<file path="config.mk">
export PLATFORM = sky130hd
export DESIGN_NAME = pb_poll
export DESIGN_NICKNAME = d
export VERILOG_FILES = /design/src/rtl/pb_poll.sv
export SDC_FILE = /design/constraint.sdc
export NUM_CORES = 1
export LEC_CHECK = 0
export BUFFER_PORTS_ARGS = -buffer_cell sky130_fd_sc_hd__buf_2
export CAP_MARGIN = 15
export CORE_ASPECT_RATIO = 0.9
export CORE_MARGIN = 10
export CORE_UTILIZATION = 36
export DETAILED_ROUTE_END_ITERATION = 16
export PLACE_DENSITY = 0.54
export SLEW_MARGIN = 20
export SYNTH_ARGS = -nofsm -noshare
export SYNTH_HDL_FRONTEND = slang
export SYNTH_SLANG_ARGS = --single-unit
export TNS_END_PERCENT = 50
</file>
<file path="constraint.sdc">
create_clock -name clk_i -period 1.3 [get_ports clk_i]
set_input_delay 0 -clock clk_i [delete_from_list [all_inputs] [get_ports clk_i]]
set_output_delay 0 -clock clk_i [all_outputs]
set_load 0.005 [all_outputs]
</file>
<file path="src/rtl/pb_poll.sv">
// pb_poll: polls the pushbutton conditioner's clear-on-read flag and classifies
// presses into sticky click / double-click / long-hold events. Macro PB_POLL_DBL_EN enables double-click.
module pb_poll #(
  parameter int POLL_W   = 16,
  parameter int HOLD_CNT = 50,
  parameter int DBL_CNT  = 15
) (
  input  logic       clk_i,
  input  logic       rst_n_i,
  input  logic       pb_i,
  output logic       pb_rd_o,
  input  logic       rd_i,
  output logic [2:0] evt_o,
  output logic       held_o
);

  localparam int CNT_MAX = (HOLD_CNT > DBL_CNT) ? HOLD_CNT : DBL_CNT;
  localparam int CNT_W   = $clog2(CNT_MAX + 1);
  localparam logic [CNT_W-1:0] HOLD_LIM = CNT_W'(HOLD_CNT);
`ifdef PB_POLL_DBL_EN
  localparam logic [CNT_W-1:0] DBL_LIM = CNT_W'(DBL_CNT);
`endif

  typedef enum logic [2:0] {
    ST_IDLE,
    ST_PRESS,
    ST_LONG
`ifdef PB_POLL_DBL_EN
    ,
    ST_WAIT2,
    ST_PRESS2
`endif
  } state_t;

  state_t            r_state;
  state_t            w_state_nxt;
  logic [POLL_W-1:0] r_poll;
  logic              r_pb_rd;
  logic              r_rd;
  logic [CNT_W-1:0]  r_cnt;
  logic [CNT_W-1:0]  w_cnt_nxt;
  logic [CNT_W-1:0]  w_cnt_inc;
  logic              r_held;
  logic              w_held_nxt;
  logic [2:0]        r_evt;
  logic [2:0]        w_evt_set;

  always_ff @(posedge clk_i or negedge rst_n_i) begin
    if (!rst_n_i) begin
      r_poll  <= '0;
      r_pb_rd <= 1'b0;
      r_rd    <= 1'b0;
    end else begin
      r_poll  <= r_poll + 1'b1;
      r_pb_rd <= &r_poll;
      r_rd    <= rd_i;
    end
  end

  // FSM only advances at the end of the cycle where pb_rd_o is high
  always_ff @(posedge clk_i or negedge rst_n_i) begin
    if (!rst_n_i) begin
      r_state <= ST_IDLE;
      r_cnt   <= '0;
      r_held  <= 1'b0;
    end else begin
      r_state <= w_state_nxt;
      r_cnt   <= w_cnt_nxt;
      r_held  <= w_held_nxt;
    end
  end

  assign w_cnt_inc = r_cnt + 1'b1;

  always_comb begin
    w_state_nxt = r_state;
    w_cnt_nxt   = r_cnt;
    w_held_nxt  = r_held;
    w_evt_set   = 3'b000;
    if (r_pb_rd) begin
      case (r_state)
        ST_IDLE: begin
          if (pb_i) begin
            w_state_nxt = ST_PRESS;
            w_cnt_nxt   = {{(CNT_W-1){1'b0}}, 1'b1};
          end
        end
        ST_PRESS: begin
          if (pb_i) begin
            w_cnt_nxt = w_cnt_inc;
            if (w_cnt_inc == HOLD_LIM) begin
              w_evt_set[2] = 1'b1;
              w_held_nxt   = 1'b1;
              w_state_nxt  = ST_LONG;
            end
          end else begin
            w_cnt_nxt = '0;
`ifdef PB_POLL_DBL_EN
            w_state_nxt = ST_WAIT2;
`else
            w_evt_set[0] = 1'b1;
            w_state_nxt  = ST_IDLE;
`endif
          end
        end
`ifdef PB_POLL_DBL_EN
        ST_WAIT2: begin
          if (pb_i) begin
            w_evt_set[1] = 1'b1;
            w_state_nxt  = ST_PRESS2;
          end else if (w_cnt_inc == DBL_LIM) begin
            w_evt_set[0] = 1'b1;
            w_cnt_nxt    = '0;
            w_state_nxt  = ST_IDLE;
          end else begin
            w_cnt_nxt = w_cnt_inc;
          end
        end
        ST_PRESS2: begin
          if (!pb_i) begin
            w_cnt_nxt   = '0;
            w_state_nxt = ST_IDLE;
          end
        end
`endif
        ST_LONG: begin
          if (!pb_i) begin
            w_held_nxt  = 1'b0;
            w_cnt_nxt   = '0;
            w_state_nxt = ST_IDLE;
          end
        end
        default: begin
          w_held_nxt  = 1'b0;
          w_cnt_nxt   = '0;
          w_state_nxt = ST_IDLE;
        end
      endcase
    end
  end

  // set wins over the registered host clear so no event is dropped
  always_ff @(posedge clk_i or negedge rst_n_i) begin
    if (!rst_n_i) begin
      r_evt <= 3'b000;
    end else begin
      r_evt <= (r_evt & ~{3{r_rd}}) | w_evt_set;
    end
  end

  assign pb_rd_o = r_pb_rd;
  assign evt_o   = r_evt;
  assign held_o  = r_held;

endmodule

</file>
==> flow_summary_export.csv, run 1 <==
group,metric,value,unit
run_status,status,"finished, final reports clean",
finish,multiInputGateArea,731,um2
global_route,pin_count_of_the_biggest_net_entering_global_routing,31,
global_route,grt.total_usage,9.72,%
critical_path,critical_path.reg2reg.startpoint,"r_cnt[1]",
finish,fin_nets,177,
pwr,power.switching,0.382,mW
routing,postRouteWirelength,3210,um
critical_path,critPathKind,"flop to flop",
die,start_util,38.2,%
routing,first_iter_violations,64,
critical_path,cp-end-kind,"flop",
clock_network,cts_max_level,2,
die,placement_rows,21,
die,die_width,87.0,um
routing,post_drt_via_cell_ratio,5.23,
routing,post_dr_wirelength_cell,14.9,um
routing,dr.pass1.iters,4,
routing,drcViolationCount,0,
clock_network,clk-insertion-delay-late,280,ps
sta,slew_headroom,54.9,%
critical_path,cpPeakStageDelay,440,ps
pwr,leakage,0.812,nW
finish,drive_gt1_share,31.8,%
global_route,number_of_antenna_violations_at_the_first_check_in_global_routing,0,
sta,final_min_period_over_clock_period,98.4,%
critical_path,cp_num_buf_inv,2,
critical_path,worst_path_max_delay_cell,"sky130_fd_sc_hd__dfrtp_2",
clock_network,clkSlewWorstSetupHoldPaths,70,ps
routing,detail-route-antenna-nets,0,
critical_path,worstPathMaxFanout,4,
sta,worst_slew_pin_slew,677,ps
place,dp.final_hpwl,2080,um
pwr,p_comb_share,1.7,%
pwr,clockPowerShare,49.9,%
critical_path,crit_path_start_kind,"flop",
global_route,grt_remaining_overflow,0,
logic_synthesis,ys_top_cells_by_count,"sky130_fd_sc_hd__dfrtp_1, sky130_fd_sc_hd__nand2_1, sky130_fd_sc_hd__nand3_1, sky130_fd_sc_hd__xnor2_1",
logic_synthesis,synth_area,1460,um2
die,design.core.area,3810,um2
finish,final_core_util,49.3,%
logic_synthesis,synth_top_cell_by_area,"sky130_fd_sc_hd__dfrtp_1",
clock_network,cts_tree,"built",
logic_synthesis,synthDistinctLibCells,32,
logic_synthesis,netlist_instances,142,
sta,grt_setup_unrepaired,"yes",
die,floorplan.io_pins,9,
sta,fin_crit,1280,ps
pwr,power.switching_fraction,19.7,%
sta,timing_hold_violations_final,0,
critical_path,critPathLaunch,"r_cnt[1]",
logic_synthesis,synth_seq_cells,30,
global_route,vias_in_the_first_global_route,1161,
finish,finalNonFillerCells,216,
pwr,p_int,1.56,mW
logic_synthesis,mappedNetlistNets,149,
global_route,grt_pass1_wl,5380,um
die,chipHeight,80.3,um
place,gp_congestion,0.824,
clock_network,number_of_clock_sinks,30,
sta,finalClockSkew,6.72,ps
sta,setup_viol,0,
finish,antenna-diode-count,0,
finish,fill_cells,345,
min_path,hold_class,"input port to flop",
min_path,hold-path-cell-count,2,
routing,vias,1130,
logic_synthesis,number_of_enable_flip_flop_cells_after_synthesis,0,
critical_path,timing.critical_path.depth,6,
logic_synthesis,postSynth.topFlopCell,"sky130_fd_sc_hd__dfrtp_1",
place,post-place-cells,203,
pwr,power_density,1030,nW/um2
logic_synthesis,synth_largest_type_area_fraction,51.6,%
critical_path,critical-path-top-delay-family,"flip-flops",
min_path,hold_path_startpoint,"pb_i",
clock_network,root_buffer,"sky130_fd_sc_hd__clkbuf_8",
logic_synthesis,yosys-top-cells-area,"sky130_fd_sc_hd__dfrtp_1, sky130_fd_sc_hd__xnor2_1, sky130_fd_sc_hd__nand3_1",
logic_synthesis,synth.yosys.seq_area_share,51.6,%
flow_run,maxCapViolCount,0,
critical_path,required_time_at_the_endpoint_of_the_critical_path,1480,ps
logic_synthesis,async_reset_ff_share,100,%
critical_path,crit_arrival,1460,ps
clock_network,ctsLongestPathBuffers,2,
sta,final_max_slew_violation_count,0,
critical_path,worst-r2r-cell-count,6,
logic_synthesis,synthesis.yosys.warnings,0,
pwr,ir_drop,0.607,mV
die,fp.dieArea,6990,um2
logic_synthesis,yosys.cell_count.top_type,"sky130_fd_sc_hd__dfrtp_1",
logic_synthesis,syn-mean-instance-area,10.2,um2
clock_network,cts_buffers,5,
critical_path,cp_cell_sequence,"buf_6, inv_1, ha_1, and2_4, nand3_1, a22o_1",
pwr,share_of_total_power_in_sequential_cells,48.3,%
place,place.port_buffers,8,
sta,fmax,782,MHz
finish,syn2layout_area_growth,29.0,%
finish,ff_latch_area,761,um2
[state kept, by name, indices dropped and copies added, names as in the netlist]
register,flops
pb_rd_o,1
held_o,1
evt_o,3
r_cnt,6
r_state,2
r_poll,16
r_rd,1
[through the flow]
| stage | area (um2) | hold slack, ps | setup slack [ps] | power [mW] | TNS [ps] |
|---|---|---|---|---|---|
| after floorplan | 1460 | -296 | 23.3 | 0.959 | 0 |
| after global placement | 1620 | 65.7 | 11.4 | 0.983 | 0 |
| after detailed placement | 1620 | 93.5 | -9.16 | 0.986 | -9.76 |
| after CTS | 1760 | 69.8 | 11.3 | 1.96 | 0 |
| after global routing | 1880 | 106 | -53.8 | 2.02 | -79.9 |
| final | 1880 | 80.6 | 21.1 | 1.94 | 0 |
[routing by layer]
metal | track usage (%) | part of all wire, % | vias to the layer above
met5 | 0 | 0 | -
met4 | 4.37 | 1.8 | 0
met3 | 4.24 | 4.8 | 8
met2 | 15.3 | 48 | 16
met1 | 11.1 | 46 | 558
li1 | - | - | 548
[power groups by stage]
stage | clock network [mW] | registers (mW) | logic (mW)
final | 0.968 | 0.937 | 0.0335
after CTS | 0.991 | 0.936 | 0.0359
after global placement | 0 | 0.954 | 0.0296
after detailed placement | 0 | 0.954 | 0.0317
after floorplan | 0 | 0.954 | 0.00531
after global routing | 1.04 | 0.936 | 0.0404
[layout make-up]
cell class / instances / share of cell area [%]
clock buffers: 6 / 4.40
clock inverters: 1 / 1.60
inverters: 7 / 1.40
multi-input cells: 100 / 38.9
flip-flops and latches: 30 / 40.5
well taps: 46 / 3.07
repair buffers: 26 / 10.1
[cells by family (layout without fill, tap and decap cells)]
kind of cell / after synthesis / in the layout / share of synthesized area (%)
AND/OR/NAND/NOR: 59 / 59 / 22.0
flip-flops: 30 / 30 / 51.6
AO/OA/AOI/OAI: 20 / 20 / 9.37
XOR/XNOR: 16 / 16 / 9.63
buffers and inverters: 12 / 40 / 3.44
adder cells (fa/ha/maj): 3 / 3 / 2.58
multiplexers: 2 / 2 / 1.38
[final timing paths]
path                              endpoint  slack, ps
worst max-delay path            r_state[0]         20
worst min-delay path              evt_o[0]         80
worst max register to register  r_state[0]         20
worst min register to register  r_poll[15]        470
max in group asynchronous        r_poll[6]        530
min in group asynchronous       r_state[0]        290
[placed cells by master, fill, tap and decap left out, types with 2 or more instances in the layout]
cell / count
sky130_fd_sc_hd__dlygate4sd3_1: 2
sky130_fd_sc_hd__nor2_1: 5
sky130_fd_sc_hd__inv_1: 7
sky130_fd_sc_hd__ha_1: 2
sky130_fd_sc_hd__xor2_1: 6
sky130_fd_sc_hd__nor3b_1: 2
sky130_fd_sc_hd__nand3b_1: 2
sky130_fd_sc_hd__buf_4: 12
sky130_fd_sc_hd__clkbuf_8: 6
sky130_fd_sc_hd__buf_2: 8
sky130_fd_sc_hd__o21ai_1: 2
sky130_fd_sc_hd__o21ai_0: 5
sky130_fd_sc_hd__nand2_1: 13
sky130_fd_sc_hd__nand4_1: 6
sky130_fd_sc_hd__o211ai_1: 3
sky130_fd_sc_hd__nor3_2: 2
sky130_fd_sc_hd__buf_6: 3
sky130_fd_sc_hd__mux2i_1: 2
sky130_fd_sc_hd__xnor2_1: 10
sky130_fd_sc_hd__nand3_1: 12
sky130_fd_sc_hd__dfrtp_1: 22
sky130_fd_sc_hd__a21oi_1: 2
sky130_fd_sc_hd__nand3_4: 2
sky130_fd_sc_hd__nor2b_1: 3
sky130_fd_sc_hd__dfrtp_2: 8
sky130_fd_sc_hd__a22o_1: 4
[repair_timing]
item                                    4_1_cts  5_1_grt
hold buffers                                  2        0
pin swaps                                     0        9
hold endpoints to repair                     31        0
setup buffers                                 0        4
gates resized for setup                       2       27
endpoints found under the setup margin        2       14
[worst reg2reg max path, cell delays in order, from the launching register on]
cell and delay (ps):
sky130_fd_sc_hd__dfrtp_2 440, sky130_fd_sc_hd__buf_6 130, sky130_fd_sc_hd__inv_1 50, sky130_fd_sc_hd__ha_1 140, sky130_fd_sc_hd__and2_4 140, sky130_fd_sc_hd__nand3_1 70, sky130_fd_sc_hd__a22o_1 200
Power figures use the tool's default switching activity.
==> run 2, diff against run 1 <==
--- a/config.mk
+++ b/config.mk
@@ -5,6 +5,7 @@
 export SDC_FILE = /design/constraint.sdc
 export NUM_CORES = 1
 export LEC_CHECK = 0
+export ABC_AREA = 1
 export BUFFER_PORTS_ARGS = -buffer_cell sky130_fd_sc_hd__buf_2
 export CAP_MARGIN = 15
 export CORE_ASPECT_RATIO = 0.9
==> flow_summary_export.csv, run 2 <==
group,metric,value,unit
pwr,power.switching,0.346,mW
sta,setup_viol,4,
pwr,power_density,1050,nW/um2
global_route,grt_remaining_overflow,0,
global_route,grt_util_met1,10.4,%
critical_path,worst_path_max_delay_cell,"sky130_fd_sc_hd__dfrtp_1",
die,fp.dieArea,6880,um2
pwr,share_of_total_power_in_sequential_cells,49.3,%
logic_synthesis,mappedNetlistNets,157,
clock_network,number_of_clock_sinks,30,
global_route,global_route.usage.met3,3.37,%
min_path,hold_class,"input port to flop",
critical_path,crit_path_start_kind,"flop",
routing,vias,1055,
routing,postRouteWirelength,2680,um
pwr,ir_drop,0.648,mV
global_route,vias_in_the_first_global_route,1016,
finish,fill_cells,353,
logic_synthesis,postSynth.topFlopCell,"sky130_fd_sc_hd__dfrtp_1",
logic_synthesis,yosys.cell_count.top_type,"sky130_fd_sc_hd__dfrtp_1",
logic_synthesis,async_reset_ff_share,100,%
critical_path,cp-end-kind,"flop",
sta,layout_setup_ws,-57.0,ps
finish,fin_nets,185,
routing,dr.pass1.iters,4,
global_route,top_usage_layer,"met2",
global_route,grt_pass1_wl,4620,um
critical_path,crit_arrival,1520,ps
routing,detail-route-antenna-nets,0,
global_route,grt.total_usage,8.30,%
place,place.port_buffers,8,
clock_network,clkSlewWorstSetupHoldPaths,60,ps
pwr,leakage,0.896,nW
finish,final_core_util,48.3,%
logic_synthesis,yosys-top-cells-area,"sky130_fd_sc_hd__dfrtp_1, sky130_fd_sc_hd__inv_1, sky130_fd_sc_hd__nand3_1",
sta,finalClockSkew,4.79,ps
pwr,p_comb_share,1.6,%
sta,worst_slew_pin_slew,664,ps
sta,final_min_period_over_clock_period,104,%
global_route,fraction_of_met2_tracks_used_by_global_routing,12.1,%
pwr,power.switching_fraction,18.2,%
logic_synthesis,ys_top_cells_by_count,"sky130_fd_sc_hd__dfrtp_1, sky130_fd_sc_hd__inv_1, sky130_fd_sc_hd__nand2_1, sky130_fd_sc_hd__nand3_1, sky130_fd_sc_hd__nor2_1",
sta,grt_setup_unrepaired,"yes",
logic_synthesis,synthesis.yosys.warnings,0,
routing,first_iter_violations,91,
global_route,pin_count_of_the_biggest_net_entering_global_routing,31,
finish,postLayoutCellArea,1810,um2
die,design.core.area,3760,um2
place,dp.final_hpwl,1870,um
die,chipHeight,79.7,um
clock_network,cts_tree,"built",
critical_path,timing.rr.end,"r_state[0]",
finish,largest_register_ffs,16,
routing,drcViolationCount,0,
sta,timing_hold_violations_final,0,
global_route,number_of_antenna_violations_at_the_first_check_in_global_routing,0,
finish,mostFrequentLayoutCell,"sky130_fd_sc_hd__dfrtp_1",
finish,max_flop_register,"r_poll",
critical_path,ff2ff_setup_slack,-60,ps
min_path,hold-path-cell-count,3,
die,start_util,38.0,%
critical_path,critPathKind,"flop to flop",
sta,slew_headroom,55.7,%
critical_path,worst_setup_path_endpoint,"r_state[0]",
logic_synthesis,netlist_instances,150,
critical_path,critical_path.reg2reg.startpoint,"r_cnt[0]",
die,placement_rows,21,
routing,post_drt_via_cell_ratio,4.71,
finish,most-common-layout-cells,"sky130_fd_sc_hd__dfrtp_1, sky130_fd_sc_hd__inv_1, sky130_fd_sc_hd__nand2_1",
finish,drive_gt1_share,28.1,%
critical_path,crit_top_cell,"sky130_fd_sc_hd__nand2_1",
logic_synthesis,synth_area,1430,um2
place,dpl_cell_area,1580,um2
clock_network,ctsLongestPathBuffers,2,
die,die_width,86.4,um
flow_run,maxCapViolCount,0,
die,floorplan.io_pins,9,
pwr,p_int,1.56,mW
critical_path,cp_cell_sequence,"ha_4, nand3_1, nand2_1, nand2_1, nand2_1, nor2_2, nand3_2, nand3_2, nand2_1",
finish,antenna-diode-count,0,
critical_path,required_time_at_the_endpoint_of_the_critical_path,1470,ps
routing,post_dr_wirelength_cell,12.0,um
logic_synthesis,synthDistinctLibCells,22,
clock_network,clk-insertion-delay-late,280,ps
critical_path,critPathLaunch,"r_cnt[0]",
critical_path,worstPathMaxFanout,4,
clock_network,cts_max_level,2,
finish,syn2layout_area_growth,27.2,%
critical_path,worst-r2r-cell-count,9,
clock_network,root_buffer,"sky130_fd_sc_hd__clkbuf_8",
logic_synthesis,synth.yosys.seq_area_share,52.6,%
logic_synthesis,number_of_enable_flip_flop_cells_after_synthesis,0,
sta,fin_crit,1360,ps
critical_path,cpPeakStageDelay,420,ps
sta,final_max_slew_violation_count,0,
logic_synthesis,synth_top_cell_by_area,"sky130_fd_sc_hd__dfrtp_1",
place,gp_congestion,0.830,
run_status,failed_checks,"negative setup slack",
pwr,clockPowerShare,49.1,%
logic_synthesis,synth_largest_type_area_fraction,52.6,%
sta,fmax,737,MHz
clock_network,cts_buffers,5,
logic_synthesis,syn-mean-instance-area,9.51,um2
run_status,status,"finished with violations",
logic_synthesis,synth_seq_cells,30,
## run 2: cell types whose count changed after synthesis, moves of 4 or more
cell and change:
sky130_fd_sc_hd__nand3_1 +4, sky130_fd_sc_hd__nor2_1 +5, sky130_fd_sc_hd__inv_1 +17, sky130_fd_sc_hd__buf_2 -4
sky130_fd_sc_hd__a22o_1 -4, sky130_fd_sc_hd__nand2_1 +9
## run 2: cell type report
type	instances	area, um2	area share [%]
inverters	24	90.1	4.97
well taps	46	57.6	3.17
flip-flops and latches	30	752	41.4
multi-input cells	96	659	36.3
clock buffers	6	82.6	4.55
clock inverters	1	30.0	1.66
repair buffers	21	143	7.86
## run 2: power groups by stage
stage / sequential, mW / combinational, mW / clock, mW
CTS: 0.937 / 0.0315 / 0.969
detailed placement: 0.954 / 0.0273 / 0
global route: 0.936 / 0.0361 / 1.01
finish: 0.937 / 0.0304 / 0.934
global placement: 0.954 / 0.0262 / 0
floorplan: 0.954 / 0.00274 / 0
## run 2: what timing repair did
| item | CTS | global route |
|---|---|---|
| gates cloned | 0 | 0 |
| setup buffers | 0 | 4 |
| pin swaps | 1 | 3 |
| hold buffers | 2 | 0 |
| hold endpoints to repair | 31 | 0 |
| gates resized for setup | 1 | 16 |
| setup endpoints to repair | 3 | 13 |
## run 2: worst max-delay path, delay by kind of cell, from the launching register on
kind	cells	cell delay (ps)
DFF	1	420
adders and majority gates	1	190
and+or+nand+nor	8	630
## run 2: logic make-up (layout without fill, tap and decap cells)
logic type | after synthesis | count (layout) | share of synthesized area [%]
XOR/XNOR | 13 | 13 | 7.98
buffers and inverters | 24 | 52 | 6.32
AND/OR/NAND/NOR | 66 | 66 | 23.9
adder cells (fa/ha/maj) | 3 | 3 | 2.63
flip-flops | 30 | 30 | 52.6
AO/OA/AOI/OAI | 14 | 14 | 6.58
## run 2: metal layers
layer	routed length (um)	vias up
met4	26	0
met1	1250	504
met5	0	-
li1	-	535
met3	76	4
met2	1320	12
## run 2: worst min-delay path by stage
stage,from,endpoint,slack (ps)
after CTS,pb_i,r_state[0],9
after global placement,rst_n_i,r_poll[6],70
after detailed placement,rst_n_i,r_poll[6],80
after floorplan,rst_n_i,evt_o[0],-300
after global routing,pb_i,r_state[0],30
final,pb_i,r_state[0],10
## run 2: metrics by stage
| step | std cells | hold WS, ps | power (mW) | setup TNS (ps) | setup WS (ps) |
|---|---|---|---|---|---|
| global route | 224 | 33.0 | 1.99 | -763 | -182 |
| CTS | 220 | 8.74 | 1.94 | -30.0 | -25.8 |
| finish | 224 | 12.5 | 1.90 | -130 | -57.0 |
| global placement | 211 | 65.1 | 0.980 | 0 | 1.93 |
| detailed placement | 211 | 76.2 | 0.981 | -20.7 | -20.7 |
| floorplan | 150 | -296 | 0.956 | 0 | 20.9 |
